--- src/rtl/snn_pkg.sv ---
// Shared types and arithmetic helpers for the spiking network blocks.
// Functions take the datapath width as an argument so every layer can share them.
package snn_pkg;

  localparam int NUM_CH_DEF = 10;
  localparam int WIDTH_DEF  = 8;

  typedef enum logic [1:0] {
    IDLE,
    ACCUM,
    SCAN,
    DONE
  } wta_state_t;

  // One guard bit above the operand width; clamps instead of wrapping.
  function automatic logic [32:0] sat_add(
    input logic [31:0] a,
    input logic [31:0] b,
    input int          w
  );
    logic [32:0] s;
    logic [32:0] mx;
    mx = (33'd1 << w) - 33'd1;
    s  = {1'b0, a} + {1'b0, b};
    return (s > mx) ? mx : s;
  endfunction

  function automatic logic [31:0] leak(
    input logic [31:0] a,
    input int          sh
  );
    return (sh == 0) ? 32'd0 : (a >> sh);
  endfunction

endpackage

--- src/rtl/spike_integrator.sv ---
// Per-channel saturating, optionally leaky spike accumulator.
// The clear input has priority so a new window always starts from zero.
module spike_integrator
  import snn_pkg::*;
#(
  parameter int WIDTH_P    = WIDTH_DEF,
  parameter int LEAK_SHIFT = 0
) (
  input  logic               clk_i,
  input  logic               rst_ni,
  input  logic               clear_i,
  input  logic               en_i,
  input  logic               spike_i,
  input  logic [WIDTH_P-1:0] weight_i,
  output logic [WIDTH_P-1:0] acc_o
);

  logic [WIDTH_P-1:0] acc_q;
  logic [WIDTH_P-1:0] acc_d;
  logic [WIDTH_P-1:0] inc;
  logic [31:0]        kept;

  always_comb begin
    inc   = spike_i ? weight_i : '0;
    kept  = 32'(acc_q) - leak(32'(acc_q), LEAK_SHIFT);
    acc_d = WIDTH_P'(sat_add(kept, 32'(inc), WIDTH_P));
  end

  always_ff @(posedge clk_i or negedge rst_ni) begin
    if (!rst_ni) begin
      acc_q <= '0;
    end else if (clear_i) begin
      acc_q <= '0;
    end else if (en_i) begin
      acc_q <= acc_d;
    end
  end

  assign acc_o = acc_q;

endmodule

--- src/rtl/wta_readout.sv ---
// Winner-take-all readout: integrate spikes over a window, then scan
// one channel per cycle for the maximum and hand it off on valid/ready.
module wta_readout
  import snn_pkg::*;
#(
  parameter int NUM_CH     = NUM_CH_DEF,
  parameter int WIDTH_P    = WIDTH_DEF,
  parameter int WINDOW     = 64,
  parameter int LEAK_SHIFT = 0,
  parameter int IDX_W      = $clog2(NUM_CH)
) (
  input  logic               clk_i,
  input  logic               rst_ni,
  input  logic               start_i,
  input  logic [NUM_CH-1:0]  spike_i,
  input  logic [WIDTH_P-1:0] weight_i,
  output logic               busy_o,
  output logic               valid_o,
  input  logic               ready_i,
  output logic [WIDTH_P-1:0] max_value_o,
  output logic [IDX_W-1:0]   max_index_o,
  output logic               tie_o
);

  localparam int CNT_W = $clog2(WINDOW + 1);
  localparam logic [CNT_W-1:0] LAST_CNT = CNT_W'(WINDOW - 1);
  localparam logic [IDX_W-1:0] LAST_CH  = IDX_W'(NUM_CH - 1);

  wta_state_t         state_q;
  logic [CNT_W-1:0]   cnt_q;
  logic [IDX_W-1:0]   ptr_q;
  logic [WIDTH_P-1:0] best_q, best_d;
  logic [IDX_W-1:0]   idx_q, idx_d;
  logic               tie_q, tie_d;
  logic               busy_q, valid_q;
  logic [WIDTH_P-1:0] val_q;
  logic [IDX_W-1:0]   oidx_q;
  logic               otie_q;

  logic [WIDTH_P-1:0] acc [NUM_CH];
  logic [WIDTH_P-1:0] cur;
  logic               clear;
  logic               en;

  assign clear = (state_q == IDLE) && start_i;
  assign en    = (state_q == ACCUM);

  for (genvar g = 0; g < NUM_CH; g++) begin : g_ch
    spike_integrator #(
      .WIDTH_P    (WIDTH_P),
      .LEAK_SHIFT (LEAK_SHIFT)
    ) u_int (
      .clk_i    (clk_i),
      .rst_ni   (rst_ni),
      .clear_i  (clear),
      .en_i     (en),
      .spike_i  (spike_i[g]),
      .weight_i (weight_i),
      .acc_o    (acc[g])
    );
  end

  assign cur = acc[ptr_q];

  // Strict greater-than keeps the lowest index on equal values.
  always_comb begin
    best_d = best_q;
    idx_d  = idx_q;
    tie_d  = tie_q;
    if (cur > best_q) begin
      best_d = cur;
      idx_d  = ptr_q;
      tie_d  = 1'b0;
    end else if (cur == best_q && ptr_q != '0) begin
      tie_d = 1'b1;
    end
  end

  always_ff @(posedge clk_i or negedge rst_ni) begin
    if (!rst_ni) begin
      state_q <= IDLE;
      cnt_q   <= '0;
      ptr_q   <= '0;
      best_q  <= '0;
      idx_q   <= '0;
      tie_q   <= 1'b0;
      busy_q  <= 1'b0;
      valid_q <= 1'b0;
      val_q   <= '0;
      oidx_q  <= '0;
      otie_q  <= 1'b0;
    end else begin
      unique case (state_q)
        IDLE: begin
          if (start_i) begin
            state_q <= ACCUM;
            cnt_q   <= '0;
            busy_q  <= 1'b1;
          end
        end
        ACCUM: begin
          cnt_q <= cnt_q + CNT_W'(1);
          if (cnt_q == LAST_CNT) begin
            state_q <= SCAN;
            ptr_q   <= '0;
            best_q  <= '0;
            idx_q   <= '0;
            tie_q   <= 1'b0;
          end
        end
        SCAN: begin
          best_q <= best_d;
          idx_q  <= idx_d;
          tie_q  <= tie_d;
          ptr_q  <= ptr_q + IDX_W'(1);
          if (ptr_q == LAST_CH) begin
            state_q <= DONE;
            busy_q  <= 1'b0;
            valid_q <= 1'b1;
            val_q   <= best_d;
            oidx_q  <= idx_d;
            otie_q  <= tie_d;
          end
        end
        DONE: begin
          if (ready_i) begin
            state_q <= IDLE;
            valid_q <= 1'b0;
          end
        end
        default: state_q <= IDLE;
      endcase
    end
  end

  assign busy_o      = busy_q;
  assign valid_o     = valid_q;
  assign max_value_o = val_q;
  assign max_index_o = oidx_q;
  assign tie_o       = otie_q;

endmodule

--- config.mk ---
export PLATFORM = sky130hd
export DESIGN_NAME = wta_readout
export DESIGN_NICKNAME = d
export VERILOG_FILES = /design/src/rtl/snn_pkg.sv /design/src/rtl/spike_integrator.sv /design/src/rtl/wta_readout.sv
export SDC_FILE = /design/constraint.sdc
export NUM_CORES = 1
export LEC_CHECK = 0
export BUFFER_PORTS_ARGS = -buffer_cell sky130_fd_sc_hd__buf_2
export CORE_MARGIN = 2
export CORE_UTILIZATION = 40
export CTS_CLUSTER_DIAMETER = 80
export DETAILED_ROUTE_END_ITERATION = 10
export GPL_TIMING_DRIVEN = 0
export SYNTH_ARGS = -nofsm -noshare
export SYNTH_HDL_FRONTEND = slang
export SYNTH_SLANG_ARGS = --single-unit
--- constraint.sdc ---
create_clock -name clk_i -period 2.81 [get_ports clk_i]
set_input_delay 0 -clock clk_i [delete_from_list [all_inputs] [get_ports clk_i]]
set_output_delay 0 -clock clk_i [all_outputs]
set_load 0.05 [all_outputs]
==> results of run 1 <==
## cells in the final DEF, fill, tap and decap left out, types with 10 or more instances in the layout
cell	instances
a211o_1	10
a211oi_1	10
a21oi_1	46
a32o_1	13
and2_1	71
buf_2	48
buf_4	18
clkbuf_1	17
clkbuf_16	19
dfrtp_1	119
fa_1	10
ha_1	90
inv_1	62
mux2_2	12
mux4_2	16
nand2_1	144
nand3_1	31
nand4_1	26
nor2_1	28
nor2b_1	13
nor3_1	36
nor3b_1	10
o211ai_1	22
o21a_1	15
o21ai_0	108
o21bai_1	18
or3_1	17
xnor2_1	20
## worst max path at each step
stage	end	slack [ns]	cells past startpoint
2_1_floorplan	best_q[0]	0.02	11
3_3_place_gp	best_q[7]	-0.53	11
3_5_place_dp	max_value_o[6]	-0.55	11
4_1_cts	best_q[6]	-0.17	13
5_1_grt	max_value_o[3]	-0.35	11
6_report	max_value_o[3]	-0.25	11
## cell usage after synthesis (all sizes together) (18+ instances only)
library cell / count
nand2: 154
dfrtp: 121
o21ai: 114
ha: 97
and2: 71
inv: 62
a21oi: 48
nor3: 37
nand3: 31
nor2: 31
nand4: 26
buf: 23
o211ai: 22
xnor2: 20
clkbuf: 19
a211oi: 18
o21bai: 18
## worst max-delay path, delay by kind of cell (launching register included)
kind / cells / cell delay, ns
buffers and inverters: 2 / 0.33
and+or+nand+nor: 2 / 0.24
adders and majority gates: 1 / 0.23
AOI/OAI and AO/OA: 5 / 1.10
DFF: 1 / 0.46
muxes: 1 / 0.55
## flip-flops by register name, summed over array words and instances, names as in the netlist
signal            flops
tie_o                 1
cnt_q                 7
max_value_o           8
max_index_o           4
idx_q                 4
ptr_q                 4
valid_o               1
busy_o                1
state_q               2
g_ch.u_int.acc_o     80
tie_q                 1
best_q                8
## kinds of logic after synthesis
group	Yosys count
compound gates	316
xor+xnor	28
buf+inv	104
mux	30
simple gates	404
flops	121
fa+ha+maj	107
## per-layer routing
metal	vias to the layer above	GRT usage	share of wire
met4	0	0.0618	0.017
met3	29	0.0312	0.040
met5	-	0	0
met2	198	0.369	0.47
li1	4225	-	-
met1	4179	0.305	0.47
## power by group through the flow
stage	Sequential, mW	Clock, mW	Combinational (mW)
final	2.94	2.26	4.95
after global routing	3.00	2.37	5.57
after CTS	2.92	2.28	4.64
after detailed placement	2.94	0	4.42
after global placement	2.94	0	4.32
after floorplan	2.65	0	3.56
## metrics by stage
| stage | hold WS (ns) | util | area [µm²] |
|---|---|---|---|
| floorplan | -0.296 | - | 9750 |
| global placement | 0.280 | 0.428 | 10300 |
| detailed placement | -0.0767 | 0.430 | 10400 |
| CTS | 0.0518 | 0.473 | 11400 |
| global route | 0.0911 | 0.483 | 11600 |
| finish | 0.0485 | 0.483 | 11600 |
## timing repair
item                                   in CTS  in global routing
pin swaps                                  15                 31
hold buffers                                3                  0
endpoints found under the hold margin     124                  0
buffers inserted                           10                  7
gates resized for setup                    61                 31
setup endpoints to repair                  26                 26
gates cloned                                2                  2
## cell type report
cell class	count	area share
clock inverters	12	0.0128
repair buffers	59	0.0381
clock buffers	20	0.0392
multi-input cells	885	0.572
flip-flops and latches	121	0.260
inverters	62	0.0200
plain buffers	42	0.0228
well taps	324	0.0348
==> flow_summary_export.csv, run 1 <==
group,metric,value,unit
global_route,overflow,0,
clock_tree,clk_pin_slew,0.06,ns
drt,vias,8631,
sta,skew,0.00802,ns
sta,relSlewSlack,0.284,
power,p_comb_frac,0.488,
job,maxCapViolCount,0,
power,sw_frac_of_total,0.405,
clock_tree,clk_latency,0.42,ns
synthesis,synth_mux_area_frac,0.0529,
cells_and_area,final_nets,1317,
global_route,grt_use_total,0.222,
setup_path,crit_required,3.08,ns
floorplan,die_h,160,µm
drt,ant_nets,0,
setup_path,startpoint_type,"flop",
sta,timing.fmax,0.327,GHz
synthesis,ys.flop_type,"dfrtp_1",
floorplan,fp.coreArea,24100,µm²
floorplan,ios,37,
power,finalPower,10.1,mW
synthesis,synth_fa_ha_area_frac,0.145,
drt,drtPass1Iterations,7,
synthesis,synth.avg_cell_area,8.78,µm²
drt,first_iter_violations,568,
sta,tns,-4.42,ns
cells_and_area,area_delta_synth_final,19.4,%
floorplan,rows,57,
run_status,violations,"negative setup slack",
sta,setup_slack,-0.245,ns
hold_path,min_path_type,"input port to asynchronous set/reset pin",
synthesis,synth_compound_area_frac,0.216,
drt,drcViolationCount,0,
synthesis,syn_nets,1239,
sta,slew_viol_final,0,
synthesis,ys_warn_count,0,
sta,setup_violations,26,
cells_and_area,fillers,2302,
synthesis,synth_top_area_share,0.311,
drt,postRouteWirelength,28.4,mm
floorplan,dieArea,25600,µm²
drt,wl_per_cell,18.6,µm
drt,via_per_inst,5.66,
clock_tree,root_buffer,"clkbuf_16",
floorplan,die_w,160,µm
cells_and_area,antenna_cells,0,
clock_tree,cts.htree.levels,4,
synthesis,synth_edf_count,0,
setup_path,r2r_cells,11,
cells_and_area,drive_above_1_share,0.173,
placed_design,hpwl,19.9,mm
setup_path,path_cells,"buf_12 > mux4_2 > a22oi_2 > nand2_2 > ha_4 > nor2b_4 > o211ai_1 > a21oi_2 > buf_8 > o2111ai_1 > o311ai_2",
power,leakagePower,4.89,nW
power,ir_worst_vdd,451,µV
placed_design,finalWeightedCongestion,0.843,
sta,hold_violations,0,
setup_path,cpPeakStageDelay,0.55,ns
clock_tree,cts_buffer_depth,2,
global_route,grt_max_degree,89,
synthesis,async_flop_share,1.00,
synthesis,synth_area,9750,µm²
placed_design,dp_cells,1470,
synthesis,synth_xor_area_frac,0.0252,
setup_path,slowest_stage,"mux4_2",
setup_path,end_kind,"flop",
clock_tree,cts_buffers,17,
setup_path,r2r-start,"ptr_q[0]",
power,p_seq_frac,0.290,
cells_and_area,fin_cells,1525,
setup_path,cp.arrival,3.32,ns
synthesis,synth-simple-area-share,0.206,
setup_path,r2r_slack,-0.25,ns
run_status,status,"finished with violations",
global_route,antenna_found_initial,0,
sta,min_period,3.06,ns
power,p_switching,4.11,mW
sta,fin_crit_sh,1.09,
synthesis,synth_top_family_by_area,"compound AO/OA/AOI/OAI gates",
cells_and_area,multi_input_area,6660,µm²
power,p_int,6.04,mW
clock_tree,cts_tree,"done",
setup_path,crit_start,"ptr_q[0]",
placed_design,portBuffers,35,
clock_tree,cts.sinks,121,
synthesis,synth-seq-area-share,0.311,
global_route,grt_pass1_vias,8218,
power,p_clk_frac,0.223,
cells_and_area,seq_area,3030,µm²
global_route,grt_pass1_wl,44.9,mm
setup_path,crit-reg2reg-capture,"max_value_o[3]",
sta,rsz0062_at_grt,"yes",
placed_design,dpl_worst_slack,-0.546,ns
synthesis,synth_cell_types,58,
synthesis,synthTopCellsByArea,"dfrtp_1, ha_1, nand2_1",
setup_path,crit_fanout,10,
floorplan,initial_core_util,0.404,
synthesis,synth_area_leader_cell,"dfrtp_1",
setup_path,path_class,"flop to flop",
synthesis,synth-seq-cells,121,
sta,worst_slew_pin_slew,1.07,ns
synthesis,synth_cells,1110,
power,power_density,871,nW/µm²
Power figures use the tool's default switching activity.
==> inputs of run 2 (changes only) <==
- CELL_PAD_IN_SITES_DETAIL_PLACEMENT: not set -> 0
- CELL_PAD_IN_SITES_GLOBAL_PLACEMENT: not set -> 1
- CTS_BUF_LIST: not set -> sky130_fd_sc_hd__clkbuf_8
- PLACE_DENSITY_LB_ADDON: not set -> 0.1
==> flow_summary_export.csv, run 2 (synthesis results as in run 1) <==
group,metric,value,unit
floorplan,rows,57,
floorplan,dieArea,25600,µm²
floorplan,ios,37,
cells_and_area,largest_reg_flops,80,
floorplan,die_w,160,µm
clock_tree,cts.htree.levels,4,
power,leakagePower,4.61,nW
floorplan,initial_core_util,0.404,
cells_and_area,final_nets,1318,
drt,drtPass1Iterations,4,
clock_tree,root_buffer,"clkbuf_8",
sta,setup_violations,26,
global_route,grt_max_degree,80,
clock_tree,clk_pin_slew,0.08,ns
cells_and_area,final_util,0.464,
drt,via_per_inst,5.66,
global_route,overflow,0,
power,ir_worst_vdd,275,µV
drt,first_iter_violations,530,
global_route,grt_use_total,0.237,
power,power_density,818,nW/µm²
sta,rsz0062_at_grt,"yes",
drt,routed-wl-met2,13.9,mm
run_status,status,"finished with violations",
placed_design,hpwl,21.3,mm
cells_and_area,area_delta_synth_final,14.9,%
drt,vias,8627,
sta,slew_viol_final,0,
floorplan,fp.coreArea,24100,µm²
setup_path,crit_fanout,5,
setup_path,path_class,"flop to flop",
drt,wl_per_cell,19.7,µm
setup_path,crit_required,3.20,ns
floorplan,die_h,160,µm
sta,timing.fmax,0.319,GHz
sta,hold_violations,0,
global_route,grt_pass1_wl,47.0,mm
placed_design,finalWeightedCongestion,0.872,
placed_design,portBuffers,35,
sta,worst_slew_pin_slew,1.24,ns
drt,ant_nets,0,
global_route,antenna_found_initial,0,
clock_tree,cts_buffers,17,
drt,postRouteWirelength,30.0,mm
sta,setup_slack,-0.327,ns
clock_tree,cts_buffer_depth,2,
drt,wl_met1,14.5,mm
hold_path,min_path_type,"input port to asynchronous set/reset pin",
setup_path,startpoint_type,"flop",
cells_and_area,antenna_cells,0,
job,maxCapViolCount,0,
sta,fin_crit_sh,1.12,
clock_tree,cts_tree,"done",
sta,min_period,3.14,ns
power,finalPower,9.15,mW
setup_path,cp.arrival,3.52,ns
drt,wl_met3,979,µm
cells_and_area,layout_commonest_cell,"nand2_1",
placed_design,post_dp_cell_area,10400,µm²
clock_tree,clk_latency,0.45,ns
cells_and_area,final_cell_mix,"nand2_1, dfrtp_1, o21ai_0",
setup_path,end_kind,"flop",
cells_and_area,fin_area,11200,µm²
sta,relSlewSlack,0.171,
drt,dr.max_layer_used,"met4",
clock_tree,cts.sinks,121,
drt,drcViolationCount,0,
sta,tns,-7.32,ns
global_route,grt_pass1_vias,8259,
cells_and_area,drive_above_1_share,0.157,
run_status,violations,"negative setup slack",
sta,skew,0.0150,ns
==> run 2: cell types whose count changed in the layout (fill, tap and decap cells not counted), sizes merged <==
cell / previous run / this run
clkinvlp: 4 / 3
bufinv: 3 / 1
inv: 62 / 65
buf: 78 / 80
clkbuf: 40 / 37
==> run 2: power breakdown <==
part / internal, mW / leakage [nW] / switching, mW
sequential: 2.31 / 1.40 / 0.626
clock: 0.693 / 0.180 / 0.767
combinational: 2.16 / 3.02 / 2.60
total: 5.16 / 4.61 / 3.99
==> run 2: through the flow <==
stage	hold slack [ns]	std cells	setup WS (ns)
2_1_floorplan	-0.296	1110	0.0159
3_3_place_gp	0.275	1469	-0.672
3_5_place_dp	-0.0442	1470	-0.654
4_1_cts	0.0401	1511	-0.272
5_1_grt	0.0625	1524	-0.399
6_report	0.0450	1524	-0.327
==> run 2: path summary, 6_finish.rpt <==
check / startpoint / to / slack (ns) / cells after the start
max in group asynchronous: rst_ni / g_ch[4].u_int.acc_o[6] / 1.98 / 3
hold / removal: rst_ni / cnt_q[3] / 0.05 / 2
hold reg to reg: max_index_o[2] / max_index_o[2] / 0.47 / 2
setup / recovery: ptr_q[0] / tie_q / -0.33 / 13
min in group clk_i: spike_i[3] / g_ch[3].u_int.acc_o[0] / 0.12 / 5
setup reg to reg: ptr_q[0] / tie_q / -0.33 / 13
==> run 2: repair_timing <==
item | 4_1_cts | 5_1_grt
endpoints found under the setup margin | 26 | 26
setup buffers | 6 | 13
endpoints found under the hold margin | 124 | 0
hold buffers | 3 | 0
pin swaps | 8 | 13
resized for setup | 41 | 33
gates cloned | 2 | 0
==> run 2: worst max-delay path, stage by stage, from the launching register on <==
cell and delay [ns]:
dfrtp_2 0.41, buf_12 0.14, buf_12 0.13, mux4_2 0.54
a22oi_2 0.26, nand2_2 0.13, ha_4 0.25, nor2b_4 0.12
o211ai_1 0.22, buf_4 0.17, a21oi_4 0.07, o31ai_4 0.32
buf_4 0.18, a22o_1 0.13
==> run 2: layout make-up <==
class / instances / area (µm²)
Buffer: 42 / 259
Clock buffer: 18 / 248
Clock inverter: 12 / 88.8
Fill cell: 2460 / 12900
Inverter: 62 / 233
Multi-Input combinational cell: 885 / 6490
Sequential cell: 121 / 3030
Tap cell: 324 / 405
Timing Repair Buffer: 60 / 437
==> run 2: routing by layer <==
layer	up-vias	track usage
met3	37	0.0283
met4	0	0.0741
li1	4230	-
met2	160	0.386
met1	4200	0.330
met5	-	0
==> inputs of run 3 (changes only) <==
- PLACE_DENSITY: not set -> 0.78
- PLACE_DENSITY_LB_ADDON: 0.1 -> not set
- SKIP_CTS_REPAIR_TIMING: not set -> 1
==> flow_summary_export.csv, run 3 (synthesis results as in run 1) <==
group,metric,value,unit
clock_tree,clk_latency,0.47,ns
power,leakagePower,4.61,nW
floorplan,rows,57,
clock_tree,cts.sinks,121,
global_route,grt_max_degree,76,
setup_path,cpPeakStageDelay,0.55,ns
placed_design,dpl_worst_slack,-0.586,ns
global_route,grt_use_total,0.223,
placed_design,post_dp_cell_area,10400,µm²
floorplan,ios,37,
placed_design,finalWeightedCongestion,0.865,
sta,relSlewSlack,0.280,
setup_path,critPathTopFamily,"simple AND/OR/NAND/NOR gates",
sta,min_period,3.19,ns
setup_path,slowest_stage,"mux4_2",
clock_tree,clk_pin_slew,0.08,ns
drt,vias,8730,
drt,wl_per_cell,18.9,µm
cells_and_area,fillers,2421,
cells_and_area,final_util,0.465,
floorplan,initial_core_util,0.404,
floorplan,die_h,160,µm
run_status,violations,"negative setup slack",
cells_and_area,fin_area,11200,µm²
setup_path,cp.arrival,3.54,ns
clock_tree,root_buffer,"clkbuf_8",
setup_path,worst-path-buf-inv,2,
sta,setup_slack,-0.380,ns
cells_and_area,drive_above_1_share,0.156,
cells_and_area,final_cell_mix,"nand2_1, dfrtp_1, o21ai_0",
setup_path,r2r-start,"ptr_q[0]",
clock_tree,cts.htree.levels,4,
drt,via_per_inst,5.74,
floorplan,dieArea,25600,µm²
placed_design,hpwl,20.3,mm
setup_path,crit_fanout,10,
setup_path,path_class,"flop to flop",
global_route,antenna_found_initial,0,
drt,ant_nets,0,
hold_path,min_path_type,"input port to asynchronous set/reset pin",
cells_and_area,final_nets,1314,
cells_and_area,fin_cells,1520,
setup_path,end_kind,"flop",
setup_path,path_cells,"buf_12 > mux4_2 > a22oi_2 > nand2_2 > ha_1 > nand4_1 > or2_4 > nand2_2 > nand2_4 > buf_4 > a32o_1",
placed_design,dp_cells,1470,
global_route,grt_pass1_vias,8295,
global_route,grt_pass1_wl,45.0,mm
sta,worst_slew_pin_slew,1.08,ns
sta,timing.fmax,0.314,GHz
global_route,overflow,0,
sta,setup_violations,26,
setup_path,path_common_cell,"nand2_2",
setup_path,crit_required,3.16,ns
power,power_density,838,nW/µm²
sta,hold_violations,0,
run_status,status,"finished with violations",
drt,postRouteWirelength,28.7,mm
drt,first_iter_violations,620,
setup_path,crit_start,"ptr_q[0]",
floorplan,fp.coreArea,24100,µm²
placed_design,portBuffers,35,
clock_tree,cts_tree,"done",
drt,drcViolationCount,0,
cells_and_area,area_delta_synth_final,15.0,%
sta,skew,0.0159,ns
clock_tree,cts_buffer_depth,2,
power,ir_worst_vdd,448,µV
floorplan,die_w,160,µm
clock_tree,cts_buffers,17,
setup_path,startpoint_type,"flop",
drt,drtPass1Iterations,7,
cells_and_area,antenna_cells,0,
cells_and_area,largest_reg_flops,80,
job,maxCapViolCount,0,
sta,rsz0062_at_grt,"yes",
sta,fin_crit_sh,1.14,
cells_and_area,layout_commonest_cell,"nand2_1",
sta,slew_viol_final,0,
## run 3: final timing paths
kind | endpoint | slack, ns | depth (start not counted)
setup / recovery | best_q[0] | -0.38 | 11
hold / removal | state_q[0] | 0.03 | 2
setup reg to reg | best_q[0] | -0.38 | 11
hold reg to reg | max_index_o[2] | 0.48 | 2
max in group asynchronous | ptr_q[1] | 2.05 | 3
min in group clk_i | g_ch[3].u_int.acc_o[0] | 0.11 | 5
## run 3: area by class of cell
class / instances / area (µm²) / share of cell area
Multi-Input combinational cell: 885 / 6480 / 0.578
Tap cell: 324 / 405 / 0.0362
Clock inverter: 10 / 126 / 0.0113
Inverter: 62 / 233 / 0.0208
Clock buffer: 20 / 275 / 0.0246
Timing Repair Buffer: 56 / 407 / 0.0363
Sequential cell: 121 / 3030 / 0.270
Buffer: 42 / 249 / 0.0222
## run 3: stage by stage
stage               setup TNS, ns  hold WS [ns]  power (mW)
floorplan                       0        -0.296        6.21
global placement           -12.42         0.274        7.27
detailed placement         -13.29       -0.0282        7.38
CTS                        -13.75        -0.532        9.06
global route               -10.79        0.0567        10.2
finish                      -7.68        0.0265        9.39
## run 3: worst register-to-register path, cell delays in order (launching register included)
cell and delay [ns]:
dfrtp_2 0.49, buf_12 0.17, mux4_2 0.55, a22oi_2 0.23, nand2_2 0.13, ha_1 0.29
nand4_1 0.20, or2_4 0.32, nand2_2 0.14, nand2_4 0.10, buf_4 0.20, a32o_1 0.25
## run 3: power breakdown
part / switching, mW / total [mW] / internal [mW]
clock: 0.759 / 1.68 / 0.926
combinational: 2.61 / 4.78 / 2.17
sequential: 0.624 / 2.93 / 2.31
total: 3.99 / 9.39 / 5.40
## run 3: per-layer routing
metal | track usage | part of all wire | wire [µm] | vias to the layer above
li1 | - | - | - | 4218
met1 | 0.309 | 0.46 | 13300 | 4223
met2 | 0.356 | 0.46 | 13100 | 231
met3 | 0.0361 | 0.050 | 1420 | 58
met4 | 0.0774 | 0.032 | 918 | 0
met5 | 0 | 0 | 0 | -
